==> src/rtl/microcode_sequencer_if.sv <==
// ============================================================================
// Module      : microcode_sequencer_if
// Description : Bundle of the sequencer's control, program-ROM and datapath
//               signals. Names are seen from the sequencer side: i_* are
//               driven into the sequencer, o_* are driven by it.
//                 i_start / i_start_addr      : run request and entry point
//                 o_busy / o_done             : run status, done is a pulse
//                 o_rom_addr / i_rom_q        : synchronous program ROM port
//                 o_ram_a_addr / o_ram_b_addr : operand / result addresses
//                 o_ram_b_w                   : RAM B write enable
//                 o_pe_op / o_pe_load / o_pe_en : processing-element control
//               master = sequencer, slave = surrounding system / bench.
// Revision    : 1.0 - initial release
// ============================================================================
`default_nettype none

interface microcode_sequencer_if #(
   parameter int AW     = 6,
   parameter int ROM_AW = 9,
   parameter int TW     = 6
);
   localparam int IW = 3*AW + 3 + TW;

   logic              i_start;
   logic [ROM_AW-1:0] i_start_addr;
   logic              o_busy;
   logic              o_done;
   logic [ROM_AW-1:0] o_rom_addr;
   logic [IW-1:0]     i_rom_q;
   logic [AW-1:0]     o_ram_a_addr;
   logic [AW-1:0]     o_ram_b_addr;
   logic              o_ram_b_w;
   logic [2:0]        o_pe_op;
   logic              o_pe_load;
   logic              o_pe_en;

   modport master (
      input  i_start, i_start_addr, i_rom_q,
      output o_busy, o_done, o_rom_addr, o_ram_a_addr, o_ram_b_addr,
             o_ram_b_w, o_pe_op, o_pe_load, o_pe_en
   );

   modport slave (
      output i_start, i_start_addr, i_rom_q,
      input  o_busy, o_done, o_rom_addr, o_ram_a_addr, o_ram_b_addr,
             o_ram_b_w, o_pe_op, o_pe_load, o_pe_en
   );
endinterface

`default_nettype wire

==> src/rtl/microcode_sequencer.sv <==
// ============================================================================
// Module      : microcode_sequencer
// Description : Microcode sequencer for the tower-field arithmetic datapath.
//               Fetches instructions {dest, src1, op, times, src2} from a
//               1-cycle-latency program ROM, drives RAM A/B addresses and PE
//               strobes, supports NOP, HALT and a single-level hardware LOOP.
// Ports       : clk   - clock, all state on rising edge
//               rst_n - asynchronous active-low reset (holds IDLE)
//               bus   - microcode_sequencer_if.master (start/busy/done,
//                       ROM port, RAM addresses, PE controls)
// Revision    : 1.0 - initial release
// ============================================================================
`default_nettype none

module microcode_sequencer #(
   parameter int AW     = 6,
   parameter int ROM_AW = 9,
   parameter int TW     = 6
) (
   input  wire logic             clk,
   input  wire logic             rst_n,
   microcode_sequencer_if.master bus
);
   localparam int IW = 3*AW + 3 + TW;

   localparam logic [2:0] c_OP_LOOP = 3'd4;
   localparam logic [2:0] c_OP_HALT = 3'd5;
   localparam logic [2:0] c_OP_NOP0 = 3'd6;
   localparam logic [2:0] c_OP_NOP1 = 3'd7;

   typedef enum logic [2:0] {
      S_IDLE   = 3'd0,
      S_FETCH  = 3'd1,
      S_DECODE = 3'd2,
      S_LOAD   = 3'd3,
      S_RUN    = 3'd4,
      S_WB     = 3'd5,
      S_DONE   = 3'd6
   } state_t;

   state_t            r_state;
   logic [IW-1:0]     r_ir;
   logic [ROM_AW-1:0] r_rom_addr;
   logic [TW-1:0]     r_run_cnt;
   logic [TW-1:0]     r_loop_cnt;
   logic              r_loop_active;
   logic              r_busy;
   logic              r_done;
   logic              r_pe_load;
   logic              r_pe_en;
   logic              r_ram_b_w;

   // Fields of the word arriving from the ROM (decoded in DECODE)
   logic [2:0]        w_q_op;
   logic [TW-1:0]     w_q_times;
   logic [AW-1:0]     w_q_src1;
   logic [AW-1:0]     w_q_src2;
   // Fields of the latched instruction (used in LOAD/RUN/WB)
   logic [AW-1:0]     w_ir_dest;
   logic [AW-1:0]     w_ir_src1;
   logic [AW-1:0]     w_ir_src2;
   logic [2:0]        w_ir_op;
   logic [TW-1:0]     w_ir_times;
   logic [ROM_AW-1:0] w_loop_target;
   logic [ROM_AW-1:0] w_rom_next;

   assign w_q_src2   = bus.i_rom_q[AW-1:0];
   assign w_q_times  = bus.i_rom_q[AW+TW-1:AW];
   assign w_q_op     = bus.i_rom_q[AW+TW+2:AW+TW];
   assign w_q_src1   = bus.i_rom_q[2*AW+TW+2:AW+TW+3];

   assign w_ir_src2  = r_ir[AW-1:0];
   assign w_ir_times = r_ir[AW+TW-1:AW];
   assign w_ir_op    = r_ir[AW+TW+2:AW+TW];
   assign w_ir_src1  = r_ir[2*AW+TW+2:AW+TW+3];
   assign w_ir_dest  = r_ir[3*AW+TW+2:2*AW+TW+3];

   // Jump target is {src1,src2} resized to the ROM address width
   assign w_loop_target = ROM_AW'({w_q_src1, w_q_src2});
   // Sequential next address, wraps silently at the top of the ROM
   assign w_rom_next    = r_rom_addr + ROM_AW'(1);

   always_ff @(posedge clk or negedge rst_n) begin
      if (!rst_n) begin
         r_state       <= S_IDLE;
         r_ir          <= '0;
         r_rom_addr    <= '0;
         r_run_cnt     <= '0;
         r_loop_cnt    <= '0;
         r_loop_active <= 1'b0;
         r_busy        <= 1'b0;
         r_done        <= 1'b0;
         r_pe_load     <= 1'b0;
         r_pe_en       <= 1'b0;
         r_ram_b_w     <= 1'b0;
      end else begin
         case (r_state)
            S_IDLE: begin
               r_loop_active <= 1'b0;
               if (bus.i_start) begin
                  r_rom_addr <= bus.i_start_addr;
                  r_busy     <= 1'b1;
                  r_state    <= S_FETCH;
               end
            end
            S_FETCH: begin
               r_state <= S_DECODE;
            end
            S_DECODE: begin
               r_ir <= bus.i_rom_q;
               case (w_q_op)
                  c_OP_HALT: begin
                     r_loop_active <= 1'b0;
                     r_done        <= 1'b1;
                     r_state       <= S_DONE;
                  end
                  c_OP_LOOP: begin
                     r_state <= S_FETCH;
                     if (!r_loop_active) begin
                        if (w_q_times == '0) begin
                           r_rom_addr <= w_rom_next;
                        end else begin
                           // First pass already ran, so times-1 jumps remain
                           r_loop_cnt    <= w_q_times - TW'(1);
                           r_loop_active <= 1'b1;
                           r_rom_addr    <= w_loop_target;
                        end
                     end else if (r_loop_cnt != '0) begin
                        r_loop_cnt <= r_loop_cnt - TW'(1);
                        r_rom_addr <= w_loop_target;
                     end else begin
                        r_loop_active <= 1'b0;
                        r_rom_addr    <= w_rom_next;
                     end
                  end
                  c_OP_NOP0, c_OP_NOP1: begin
                     r_rom_addr <= w_rom_next;
                     r_state    <= S_FETCH;
                  end
                  default: begin
                     r_pe_load <= 1'b1;
                     r_state   <= S_LOAD;
                  end
               endcase
            end
            S_LOAD: begin
               // times = 0 still gives one PE step
               r_run_cnt <= (w_ir_times == '0) ? TW'(1) : w_ir_times;
               r_pe_load <= 1'b0;
               r_pe_en   <= 1'b1;
               r_state   <= S_RUN;
            end
            S_RUN: begin
               if (r_run_cnt <= TW'(1)) begin
                  r_pe_en   <= 1'b0;
                  r_ram_b_w <= 1'b1;
                  r_state   <= S_WB;
               end else begin
                  r_run_cnt <= r_run_cnt - TW'(1);
               end
            end
            S_WB: begin
               r_ram_b_w  <= 1'b0;
               r_rom_addr <= w_rom_next;
               r_state    <= S_FETCH;
            end
            S_DONE: begin
               r_done  <= 1'b0;
               r_busy  <= 1'b0;
               r_state <= S_IDLE;
            end
            default: begin
               r_state <= S_IDLE;
            end
         endcase
      end
   end

   // Strobes come straight from registers; address/opcode fields are a
   // decode of the registered state and instruction register.
   assign bus.o_busy       = r_busy;
   assign bus.o_done       = r_done;
   assign bus.o_rom_addr   = r_rom_addr;
   assign bus.o_pe_load    = r_pe_load;
   assign bus.o_pe_en      = r_pe_en;
   assign bus.o_ram_b_w    = r_ram_b_w;
   assign bus.o_ram_a_addr = (r_state == S_LOAD) ? w_ir_src1 : '0;
   assign bus.o_ram_b_addr = (r_state == S_LOAD) ? w_ir_src2 :
                             (r_state == S_WB)   ? w_ir_dest : '0;
   assign bus.o_pe_op      = (r_state == S_LOAD || r_state == S_RUN) ? w_ir_op : 3'd0;

endmodule

`default_nettype wire
==> src/flat_wrapper.sv <==
// flat-port wrapper written by rule: the top's interface ports become plain ports
module microcode_sequencer_flat 
#(
   parameter int AW     = 6,
   parameter int ROM_AW = 9,
   parameter int TW     = 6
)
  (clk, rst_n, bus_i_start, bus_i_start_addr, bus_i_rom_q, bus_o_busy, bus_o_done, bus_o_rom_addr, bus_o_ram_a_addr, bus_o_ram_b_addr, bus_o_ram_b_w, bus_o_pe_op, bus_o_pe_load, bus_o_pe_en);
  microcode_sequencer_if #(.AW(AW), .ROM_AW(ROM_AW), .TW(TW)) bus_i ();
  input  wire logic clk;
  input  wire logic rst_n;
  input wire logic [$bits(bus_i.i_start)-1:0] bus_i_start;
  input wire logic [$bits(bus_i.i_start_addr)-1:0] bus_i_start_addr;
  input wire logic [$bits(bus_i.i_rom_q)-1:0] bus_i_rom_q;
  output wire logic [$bits(bus_i.o_busy)-1:0] bus_o_busy;
  output wire logic [$bits(bus_i.o_done)-1:0] bus_o_done;
  output wire logic [$bits(bus_i.o_rom_addr)-1:0] bus_o_rom_addr;
  output wire logic [$bits(bus_i.o_ram_a_addr)-1:0] bus_o_ram_a_addr;
  output wire logic [$bits(bus_i.o_ram_b_addr)-1:0] bus_o_ram_b_addr;
  output wire logic [$bits(bus_i.o_ram_b_w)-1:0] bus_o_ram_b_w;
  output wire logic [$bits(bus_i.o_pe_op)-1:0] bus_o_pe_op;
  output wire logic [$bits(bus_i.o_pe_load)-1:0] bus_o_pe_load;
  output wire logic [$bits(bus_i.o_pe_en)-1:0] bus_o_pe_en;
  assign bus_i.i_start = bus_i_start;
  assign bus_i.i_start_addr = bus_i_start_addr;
  assign bus_i.i_rom_q = bus_i_rom_q;
  assign bus_o_busy = bus_i.o_busy;
  assign bus_o_done = bus_i.o_done;
  assign bus_o_rom_addr = bus_i.o_rom_addr;
  assign bus_o_ram_a_addr = bus_i.o_ram_a_addr;
  assign bus_o_ram_b_addr = bus_i.o_ram_b_addr;
  assign bus_o_ram_b_w = bus_i.o_ram_b_w;
  assign bus_o_pe_op = bus_i.o_pe_op;
  assign bus_o_pe_load = bus_i.o_pe_load;
  assign bus_o_pe_en = bus_i.o_pe_en;
  microcode_sequencer #(.AW(AW), .ROM_AW(ROM_AW), .TW(TW)) u_core (.clk(clk), .rst_n(rst_n), .bus(bus_i));
endmodule
==> config.mk <==
export PLATFORM = sky130hd
export DESIGN_NAME = microcode_sequencer_flat
export DESIGN_NICKNAME = d
export VERILOG_FILES = /design/src/rtl/microcode_sequencer_if.sv /design/src/rtl/microcode_sequencer.sv /design/src/flat_wrapper.sv
export SDC_FILE = /design/constraint.sdc
export NUM_CORES = 1
export LEC_CHECK = 0
export BUFFER_PORTS_ARGS = -buffer_cell sky130_fd_sc_hd__buf_4
export CAP_MARGIN = 10
export CORE_UTILIZATION = 53
export DETAILED_ROUTE_END_ITERATION = 16
export PLACE_DENSITY_LB_ADDON = 0.08
export SKIP_CTS_REPAIR_TIMING = 1
export SKIP_LAST_GASP = 1
export SLEW_MARGIN = 5
export SYNTH_ARGS = -nofsm -noshare
export SYNTH_HDL_FRONTEND = slang
export SYNTH_SLANG_ARGS = --single-unit
export TNS_END_PERCENT = 50
==> constraint.sdc <==
create_clock -name clk -period 2.7 [get_ports clk]
set_input_delay 0.27 -clock clk [delete_from_list [all_inputs] [get_ports clk]]
set_output_delay 0.27 -clock clk [all_outputs]
set_load 0.005 [all_outputs]
* After elaboration in Yosys (flattened, before gate mapping) *
Index checks and enable logic that the tools add are counted.

word-level totals
  flip-flop bits (word level) = 57
  memory bits (read-only) = 0
  RAM bits = 0
  bits of input ports = 39
  word-level logic and storage cells = 95
  bits in latches = 0
  memories = 0
  output and inout port bits = 29

cells by class
  eq/ne operators = 19
  multiply operators = 0
  add/subtract/negate cells = 4
  $lt $le $gt $ge = 1
  reduce and logical (&&, ||, !) cells = 25
  muxes and demuxes = 35
  div/mod/pow operators = 0
  shifts and indexed selects = 0
  bitwise logic cells = 0

operator list
  kind                                                             count
  two-way mux 6 bit                                                8
  two-way mux 9 bit                                                4
  case mux 9 bit (3 select lines)                                  1
  equality test 3 bit (second input constant)                      7
  case mux 3 bit (6 select lines)                                  1
  case mux 9 bit (2 select lines)                                  1
  subtractor 6 x 1 -> 6 bit (second input constant)                3
  AND reduction 2 bit                                              8
  case mux 1 bit (2 select lines)                                  7
  zero test 6 bit                                                  2
  case mux 6 bit (2 select lines)                                  1
  nonzero test 2 bit                                               6
  != test 2 bit (second input constant)                            5
  adder 9 x 1 -> 9 bit (second input constant)                     1
  two-way mux 3 bit                                                3
  two-way mux 1 bit                                                8
  equality test 3 x 2 -> 1 bit (second input constant)             2
  less-or-equal comparator 6 x 1 -> 1 bit (second input constant)  1
  != test 3 x 2 -> 1 bit (second input constant)                   2
  case mux 3 bit (2 select lines)                                  1
  nonzero test 6 bit                                               1
  != test 2 x 1 -> 1 bit (second input constant)                   2
  AND reduction 4 bit                                              1
  OR reduction 4 bit                                               1
  other kinds (7)                                                  7

* Depth between registers and ports, before layout *
  word-level depth = 5
  mapped depth = 8
  gate-level depth less buffers = 7

* Worst setup path before layout *
Ideal clock, no wire load.

  path type = register -> register
  from = register u_core.r_loop_cnt[1]
  to = register u_core.r_rom_addr[5] (netlist: u_core.bus.o_rom_addr[5])
  setup time = 0.121 ns
  setup slack = 0.727 ns
  arrival time = 1.852 ns
  cell stages (with the launch flop) = 8
  data required time = 2.579 ns
  path buffers = 2
  clock period less this slack = 1.973 ns
  cells stage by stage = dfrtp_1 -> or4b_1 -> buf_6 -> o221a_1 -> buf_6 -> a32oi_1 -> o31ai_1 -> a22o_1

between the ends
  word-level cells in the longest chain between the ends = 5

ends and longest elaborated chain
  item                             RTL line                    source
  start: declaration               microcode_sequencer.sv:45   logic [TW-1:0] r_loop_cnt;
  start signal: assignment         microcode_sequencer.sv:124  r_loop_cnt <= w_q_times - TW'(1);
  start signal: assignment         microcode_sequencer.sv:129  r_loop_cnt <= r_loop_cnt - TW'(1);
  nonzero test 6 bit               microcode_sequencer.sv:128  end else if (r_loop_cnt != '0) begin
  two-way mux 9 bit                microcode_sequencer.sv:128
  two-way mux 9 bit                microcode_sequencer.sv:119  if (!r_loop_active) begin
  case mux 9 bit (2 select lines)  microcode_sequencer.sv:111  case (w_q_op)
  case mux 9 bit (3 select lines)  microcode_sequencer.sv:97   case (r_state)
  end signal: assignment           microcode_sequencer.sv:101  r_rom_addr <= bus.i_start_addr;
  end signal: assignment           microcode_sequencer.sv:121  r_rom_addr <= w_rom_next;
  end signal: assignment           microcode_sequencer.sv:130  r_rom_addr <= w_loop_target;
  end: declaration                 microcode_sequencer.sv:43   logic [ROM_AW-1:0] r_rom_addr;

No other way between the ends.
A chain may end at the register's enable or synchronous reset.

* Worst setup path in the final report *
  from = register u_core.r_state[2]
  to = output port bus_o_pe_op[2]

between the ends
  word-level cells in the longest chain between the ends = 3
  elaborated cells on any way between the ends = 4
  classes of those cells = eq/ne (2); mux (1); reduce/logical (1)

ends and longest elaborated chain
  item                                                                        RTL line                    source
  start: declaration                                                          microcode_sequencer.sv:41   state_t r_state;
  start signal: assignment                                                    microcode_sequencer.sv:85   r_state <= S_IDLE;
  start signal: assignment                                                    microcode_sequencer.sv:103  r_state <= S_FETCH;
  start signal: assignment                                                    microcode_sequencer.sv:107  r_state <= S_DECODE;
  equality test 3 x 2 -> 1 bit / equality test 3 bit (equally long branches)  microcode_sequencer.sv:190  assign bus.o_pe_op = (r_state == S_LOAD || r_state == S_RUN) ? w_ir_op : 3'd0;
  logical OR 1 bit *                                                          microcode_sequencer.sv:190
  two-way mux 3 bit *                                                         microcode_sequencer.sv:190
  end: declaration                                                            flat_wrapper.sv:21          output wire logic [$bits(bus_i.o_pe_op)-1:0] bus_o_pe_op;

Mark *: on every way between the ends. The rest lies on a longest branch, timed or not.

==> results.py <==
metrics = {
    "logic_synthesis": {
        "yosys_warnings": 0,
        "synth_nets": 415,
        "ys_ff_latch": 57,
        "syn_avg_cell_area_um2": 8.53,
        "synth_area_mm2": 0.00317,
        "synth_top_area_frac": 0.449,
        "synthTopCellsByArea": "dfrtp_1, nand2_1, nor2_1, a21oi_1, a22o_1",
        "synth_top_area_cell": "dfrtp_1",
        "netlist_instances": 372,
        "synth-edff-count": 0,
        "synth_ff_type": "dfrtp_1",
        "async_flop_share": 1.00,
        "ys_seq_area_frac": 0.449,
        "yosys.cell_types.count": 52,
    },
    "finish": {
        "area_delta_synth_final_pct": 22.3,
        "fillCellCount": 439,
        "n_antenna_cell": 0,
        "drive_above_1_share": 0.203,
        "fin_area_mm2": 0.00388,
        "mostFrequentLayoutCells": "nand2_1, buf_4, dfrtp_1, nor2_1, a21oi_1",
        "nNetsFinal": 477,
        "final_common_cell": "nand2_1",
    },
    "worst_setup_path": {
        "path_cells": "or3b_1 > nand2_1 > and2_1 > buf_4",
        "critical_path.slowest_cell": "dfrtp_1",
        "path_max_fanout": 16,
        "critical_path.startpoint": "u_core.r_state[2]",
        "criticalPathCategory": "reg2out",
        "regToRegSetupSlack_ps": 480,
        "rr_startpoint": "u_core.r_state[2]",
        "start_kind": "register",
        "end_kind": "output pin",
        "cp_data_required_time_ps": 2430,
        "r2r_cells": 5,
        "worstPathBufferInverterCount": 1,
        "rr_endpoint": "u_core.r_loop_cnt[4]",
        "crit_arrival_ps": 1980,
        "cp_top_family": "simple AND/OR/NAND/NOR gates",
        "critPathMaxStageDelay_ps": 610,
    },
    "floorplan": {
        "die_h_um": 79.4,
        "initial_core_util": 0.563,
        "die-area_mm2": 0.00630,
        "die_w_um": 79.4,
        "core-area_mm2": 0.00564,
        "num_io_pins": 68,
        "placementRows": 27,
    },
    "place": {
        "place_hpwl_um": 5380,
        "dpl_worst_slack_ps": 515,
        "place_congestion": 0.837,
        "io_buffers": 67,
        "postPlaceCellArea_mm2": 0.00371,
    },
    "timing": {
        "period_minus_slack_ps": 2250,
        "period_share": 0.833,
        "slew_headroom": 0.445,
        "worst_slew_pin_slew_ps": 831,
        "setup_viol": 0,
        "final_hold_viol_count": 5,
        "skew_ps": 14.4,
        "setup_tns_ps": 0,
        "whs_ps": -12.2,
        "grt_setup_unrepaired": "false",
        "fmax_mhz": 444,
        "slew_viol_final": 0,
        "setup_slack_ps": 450,
    },
    "global_route": {
        "grt_usage": 0.267,
        "grt_pass1_wl_um": 12800,
        "grt_max_degree": 58,
        "grt_pass1_vias": 2701,
        "grt-ovfl-total": 0,
        "antenna_found_initial": 0,
    },
    "detailed_routing": {
        "viasPerCell": 5.71,
        "drtAntennaViolNets": 0,
        "vias": 2920,
        "wl_per_cell_um": 15.2,
        "post-route-drc-count": 0,
        "firstDrtPassIters": 4,
        "wirelength_um": 7770,
        "drtIter0Drc": 200,
    },
    "outcome": {
        "outcome": "finished, violations left",
        "violations": "hold timing",
    },
    "pwr": {
        "leakagePower_nw": 1.86,
        "vdd_drop_max_mv": 0.559,
        "p_per_area_mw_per_mm2": 1060,
    },
    "clock_network": {
        "cts-buffers-inserted": 9,
        "clkSlewWorstSetupHoldPaths_ps": 70,
        "clk_path_buf_depth": 2,
        "cts-root-buf": "clkbuf_8",
        "insertion_delay_ps": 340,
        "ctsHtreeMaxLevel": 3,
        "cts_tree": "yes",
        "clock-sinks": 57,
    },
    "worst_hold_path": {
        "min_path_type": "in2async",
    },
    "flow_run": {
        "drv_cap": 0,
    },
}
-- power breakdown --
group	internal (W)	switching [W]	total [W]
Combinational	0.000810	0.000957	0.00177
Clock	0.000383	0.000339	0.000722
Sequential	0.00126	0.000381	0.00165
Total	0.00246	0.00168	0.00413
-- registers in the layout, summed over array words and instances (netlist names) --
signal and flops:
u_core.r_ir 27, u_core.bus.o_rom_addr 9, u_core.r_loop_cnt 6, u_core.r_run_cnt 6, u_core.r_state 3, u_core.bus.o_busy 1
u_core.bus.o_done 1, u_core.bus.o_pe_en 1, u_core.bus.o_pe_load 1, u_core.bus.o_ram_b_w 1, u_core.r_loop_active 1
-- area by class of cell --
class                           instances  area (um2)  share of cell area
Clock buffer                           14         163              0.0419
Clock inverter                          2        12.5             0.00322
Inverter                                8        30.0             0.00773
Multi-Input combinational cell        287        1630               0.419
Sequential cell                        57        1430               0.367
Tap cell                               72        90.1              0.0232
Timing Repair Buffer                   71         533               0.137
-- per-layer routing --
metal,track usage,wire length [um]
met1,0.363,3610
met2,0.418,3670
met3,0.0537,366
met4,0.104,123
met5,0,0
-- cells in the mapped netlist (4+ instances only) --
cell      instances
a21oi_1          18
a22o_1            8
a31oi_1           7
and2_1           10
clkbuf_1         16
dfrtp_1          57
ha_1              4
inv_1             8
mux2i_1           6
nand2_1         102
nand2b_1          5
nand3_1           9
nor2_1           26
nor3_1            6
nor3b_1           7
o21ai_0           6
o21ai_1           9
o22a_1            5
o22ai_1           7
or3_1             4
-- kinds of logic (layout without fill, tap and decap cells) --
family | Yosys count | count (layout) | share of synthesized area
simple gates | 186 | 186 | 0.272
compound gates | 86 | 86 | 0.191
flops | 57 | 57 | 0.449
buf+inv | 28 | 95 | 0.0394
mux | 6 | 6 | 0.0189
xor+xnor | 5 | 5 | 0.0138
fa+ha+maj | 4 | 4 | 0.0158
-- worst max path at each step --
stage                                    end  slack, ps  cells after the start
CTS                           bus_o_pe_op[2]        460                      4
global placement    u_core.bus.o_rom_addr[5]        520                      5
finish                        bus_o_pe_op[2]        450                      4
floorplan           u_core.bus.o_rom_addr[5]        730                      7
detailed placement  u_core.bus.o_rom_addr[5]        510                      5
global route            u_core.r_loop_cnt[4]        340                      5
-- per-stage QoR --
step	hold slack (ps)	total power, W	cells	utilization
2_1_floorplan	-25.6	0.00280	372	-
3_3_place_gp	376	0.00336	495	0.657
3_5_place_dp	375	0.00342	495	0.657
4_1_cts	14.9	0.00414	511	0.688
5_1_grt	58.4	0.00449	511	0.688
6_report	-12.2	0.00413	511	0.688
(Power assumes the default switching activity.)
